<file path="src/rtl/pe_lanes.sv">
// Multi-lane dot-product PE: holds one A row and accumulates LANES columns from a valid/ready B stream.
// Optional macro PE_SATURATE_EN: clamp accumulators on overflow instead of two's-complement wrap.
module pe_lanes #(
  parameter int N           = 8,
  parameter int DATA_WIDTH  = 16,
  parameter int ACCUM_WIDTH = 2*DATA_WIDTH,
  parameter int LANES       = 4
) (
  input  logic                                  clk,
  input  logic                                  rst,
  input  logic                                  load_row,
  input  logic [N-1:0][DATA_WIDTH-1:0]          row,
  input  logic                                  start,
  input  logic                                  col_valid,
  output logic                                  col_ready,
  input  logic [LANES-1:0][DATA_WIDTH-1:0]      col_entry,
  output logic                                  res_valid,
  input  logic                                  res_ready,
  output logic [LANES-1:0][ACCUM_WIDTH-1:0]     total,
  output logic [LANES-1:0]                      err,
  output logic                                  busy
);

  localparam int PW = 2*DATA_WIDTH;
  localparam int KW = $clog2(N);
  localparam logic [KW-1:0] K_LAST = KW'(N-1);

  localparam logic [1:0] S_IDLE    = 2'd0;
  localparam logic [1:0] S_COMPUTE = 2'd1;
  localparam logic [1:0] S_DONE    = 2'd2;

`ifdef PE_SATURATE_EN
  localparam logic [ACCUM_WIDTH-1:0] ACC_MAX = {1'b0, {(ACCUM_WIDTH-1){1'b1}}};
  localparam logic [ACCUM_WIDTH-1:0] ACC_MIN = {1'b1, {(ACCUM_WIDTH-1){1'b0}}};
`endif

  logic [1:0]                           state;
  logic [KW-1:0]                        k;
  logic [N-1:0][DATA_WIDTH-1:0]         row_buf;
  logic [LANES-1:0][ACCUM_WIDTH-1:0]    acc;

  logic signed [PW-1:0]                 a_x;
  logic signed [PW-1:0]                 b_x    [LANES];
  logic signed [PW-1:0]                 prod   [LANES];
  logic signed [ACCUM_WIDTH-1:0]        prod_x [LANES];
  logic [LANES-1:0][ACCUM_WIDTH-1:0]    sum;
  logic [LANES-1:0][ACCUM_WIDTH-1:0]    acc_next;
  logic [LANES-1:0]                     ovf;

  // NOTE: every signal written here gets a default first, so no path can leave it unassigned (no latch).
  always_comb begin
    a_x      = PW'($signed(row_buf[k]));
    sum      = '0;
    acc_next = '0;
    ovf      = '0;
    for (int l = 0; l < LANES; l++) begin
      b_x[l]    = PW'($signed(col_entry[l]));
      prod[l]   = a_x * b_x[l];
      prod_x[l] = ACCUM_WIDTH'(prod[l]);
      sum[l]    = acc[l] + prod_x[l];
      // Signed overflow: both addends share a sign the result does not.
      ovf[l]    = (acc[l][ACCUM_WIDTH-1] == prod_x[l][ACCUM_WIDTH-1]) &&
                  (sum[l][ACCUM_WIDTH-1] != acc[l][ACCUM_WIDTH-1]);
`ifdef PE_SATURATE_EN
      acc_next[l] = ovf[l] ? (acc[l][ACCUM_WIDTH-1] ? ACC_MIN : ACC_MAX) : sum[l];
`else
      acc_next[l] = sum[l];
`endif
    end
  end

  // NOTE: sequential state uses non-blocking assignments so all registers update from pre-edge values.
  always_ff @(posedge clk) begin
    if (rst) begin
      state   <= S_IDLE;
      k       <= '0;
      row_buf <= '0;
      acc     <= '0;
      err     <= '0;
    end else begin
      case (state)
        S_IDLE: begin
          if (load_row) row_buf <= row;
          if (start) begin
            acc   <= '0;
            err   <= '0;
            k     <= '0;
            state <= S_COMPUTE;
          end
        end
        S_COMPUTE: begin
          if (col_valid) begin
            acc <= acc_next;
            err <= err | ovf;
            if (k == K_LAST) begin
              k     <= '0;
              state <= S_DONE;
            end else begin
              k <= k + 1'b1;
            end
          end
        end
        S_DONE: begin
          if (res_ready) state <= S_IDLE;
        end
        default: state <= S_IDLE;
      endcase
    end
  end

  // Handshake outputs decode registered state only.
  assign col_ready = (state == S_COMPUTE);
  assign res_valid = (state == S_DONE);
  assign busy      = (state != S_IDLE);
  assign total     = acc;

endmodule

</file>
<file path="config.mk">
export PLATFORM = sky130hd
export DESIGN_NAME = pe_lanes
export DESIGN_NICKNAME = d
export VERILOG_FILES = /design/src/rtl/pe_lanes.sv
export SDC_FILE = /design/constraint.sdc
export NUM_CORES = 2
export LEC_CHECK = 0
export BUFFER_PORTS_ARGS = -buffer_cell sky130_fd_sc_hd__buf_2
export CAP_MARGIN = 5
export CORE_UTILIZATION = 37
export DETAILED_ROUTE_END_ITERATION = 10
export PLACE_DENSITY = 0.58
export RECOVER_POWER = 100
export SETUP_SLACK_MARGIN = 0.1
export SLEW_MARGIN = 5
export SYNTH_ARGS = -nofsm -noshare
export SYNTH_HDL_FRONTEND = slang
export SYNTH_SLANG_ARGS = --single-unit
</file>
<file path="constraint.sdc">
create_clock -name clk -period 9.5 [get_ports clk]
set_clock_uncertainty 0.1 [all_clocks]
set_input_delay 1.425 -clock clk [delete_from_list [all_inputs] [get_ports clk]]
set_output_delay 1.425 -clock clk [all_outputs]
set_load 0.05 [all_outputs]
</file>
==> flow_summary.ini <==
[worst_setup_path]
slowest_stage = or4_4
cp_common_cell = fa_1
slowest_delay_ps = 560
crit_buf_inv = 8
startpoint_type = flip-flop
arrival_ps = 9660
crit_family = adder cells
end_kind = flip-flop
critPathKind = flip-flop to flip-flop
crit_path_max_fanout = 8
crit_required_ps = 9940

[timing]
layout_min_cycle_time_ps = 9220
hold_viol = 0
relSlewSlack_pct = -144
worst_slew_pin_slew_ps = 3660
timing.fmax_mhz = 108
hold_slack_ps = 350
period_share_pct = 97.1
rsz0062_at_grt = yes
setup_slack_ps = 279
setup_viol = 0
slew_violations = 353
setup_tns_ps = 0

[hold_path]
hold_class = flip-flop to flip-flop

[route]
wl_per_cell_um = 18.6
post-route-drc-count = 0
post_drt_via_cell_ratio = 5.01
totalWireLength_um = 158000
first_pass_iters = 5
vias = 42694
drt_iter0_drc = 2286
final_antenna_net_count = 0

[final_layout]
fin_cells = 8523
fill_cells = 14684
syn2layout_area_growth_pct = 11.3
fin_area_um2 = 61000
fin_util_pct = 41.7
drive_gt1_share_pct = 8.88
fin_nets = 8275

[logic_synthesis]
ys_ff_latch = 265
yosysTopAreaCellShare_pct = 38.4
synthTopCellsByCount = inv_1 (1240), fa_1 (1052), nand2_1 (897)
async_flop_share_pct = 0
synth.top_cells.by_area = fa_1 (38%), ha_1 (10%), dfxtp_1 (9.7%)
yosysMostFrequentCell = inv_1
yosysUniqueCellTypes = 76
synth-edff-count = 0
synth-seq-area-share_pct = 9.68
synth_cells = 6282
ys.warnings.count = 0
synth_top_area_cell = fa_1
syn_area_um2 = 54800
synth_nets = 7986
synth_ff_type = dfxtp_1
avgSynthCellArea_um2 = 8.73

[outcome]
outcome = finished with violations
violations = capacitance limit, slew limit

[place]
gp_congestion = 0.866
dpl_worst_slack_ps = -66.5
placed_cells = 8408
hpwlAfterDp_um = 127000
numPortBuffers = 332
post_dp_cell_area_um2 = 59100

[global_route]
grt_pass1_vias = 45031
grt_max_degree = 94
gr-total-overflow = 0
antenna_found_initial = 14
grt.total_usage_pct = 21.1
grt_pass1_wl_um = 251000

[die]
die-width_um = 387
core_um2 = 146000
start_util_pct = 37.4
dieArea_um2 = 150000
fp.dieH_um = 387
io_pins = 333
placementRows = 140

[power_and_ir_drop]
vdd_drop_max_mv = 0.223
p_leak_nw = 30.1
p_per_area_nw_per_um2 = 286
power_mw = 17.4

[run]
drv_cap = 7

[cts]
clock_latency_ps = 620
cts_tree = yes
htree_levels = 2
cts_root_buf = clkbuf_16
hold_buffers = 0
cts_buffers = 34
cts.sink_count = 265
path_clk_slew_ps = 60
cts_buffer_depth = 3
==> final cells by class <==
| cell class | count | area (um^2) | area share (%) |
|---|---|---|---|
| diodes | 9 | 22.5 | 0.0369 |
| clock buffers | 43 | 925 | 1.52 |
| clock inverters | 19 | 195 | 0.320 |
| inverters | 1241 | 4660 | 7.63 |
| multi-input cells | 4526 | 44500 | 72.9 |
| flip-flops and latches | 265 | 5310 | 8.70 |
| well taps | 1917 | 2400 | 3.93 |
| repair buffers | 503 | 3060 | 5.01 |
==> layer usage <==
layer | vias to the layer above | part of all wire, % | global-route usage, %
met2 | 1067 | 48 | 35.4
met1 | 21432 | 44 | 28.5
met3 | 208 | 5.4 | 2.87
met5 | - | 0.023 | 0
met4 | 6 | 2.7 | 5.69
li1 | 19981 | - | -
==> worst register-to-register path, delay by kind of cell (launching register included) <==
kind / cells / cell delay, ps
AOI/OAI and AO/OA: 11 / 2360
xor gates and xnor gates: 2 / 270
adders and majority gates: 8 / 3130
buffers and inverters: 8 / 810
DFF: 1 / 410
muxes: 2 / 890
and+or+nand+nor: 4 / 1160
==> cells by family after synthesis <==
logic type,Yosys count,share of synthesized area [%]
xor+xnor,229,3.66
simple gates,1888,16.2
mux,53,1.73
flops,265,9.68
compound gates,846,9.68
fa+ha+maj,1506,48.8
buf+inv,1495,10.2
==> state kept, by name, summed over array words and instances (netlist names) <==
signal and flops:
row_buf 128, err 4, total 128, state 2, k 3
==> layout by cell type (no fill, tap or decap), types with 146 or more instances in the layout <==
master | Yosys | routed
inv_1 | 1240 | 1238
fa_1 | 1052 | 1047
nand2_1 | 897 | 893
and2_1 | 500 | 493
ha_1 | 454 | 438
a21oi_1 | 322 | 299
dfxtp_1 | 265 | 264
nor2_1 | 245 | 241
buf_2 | 0 | 195
xnor2_1 | 161 | 161
clkbuf_1 | 224 | 146
==> path summary, 6_finish.rpt <==
| path | from | to | slack (ps) | cells past startpoint |
|---|---|---|---|---|
| min reg2reg | row_buf[127] | row_buf[127] | 350 | 2 |
| max reg2reg | k[0] | total[95] | 280 | 35 |
| max | k[0] | total[95] | 280 | 35 |
| min | row_buf[127] | row_buf[127] | 350 | 2 |
==> timing repair <==
| item | in CTS | in global routing |
|---|---|---|
| pin swaps | 0 | 73 |
| resized for setup | 12 | 130 |
| setup buffers | 3 | 35 |
| gates cloned | 0 | 6 |
| endpoints found under the setup margin | 10 | 31 |
==> where the power goes <==
part / leakage, nW / total (mW) / internal [mW] / switching [mW]
Combinational: 27.4 / 14.7 / 6.22 / 8.44
Sequential: 2.16 / 1.43 / 1.27 / 0.156
Clock: 0.547 / 1.35 / 0.736 / 0.609
Note: power is estimated with default switching activity, not from simulation.
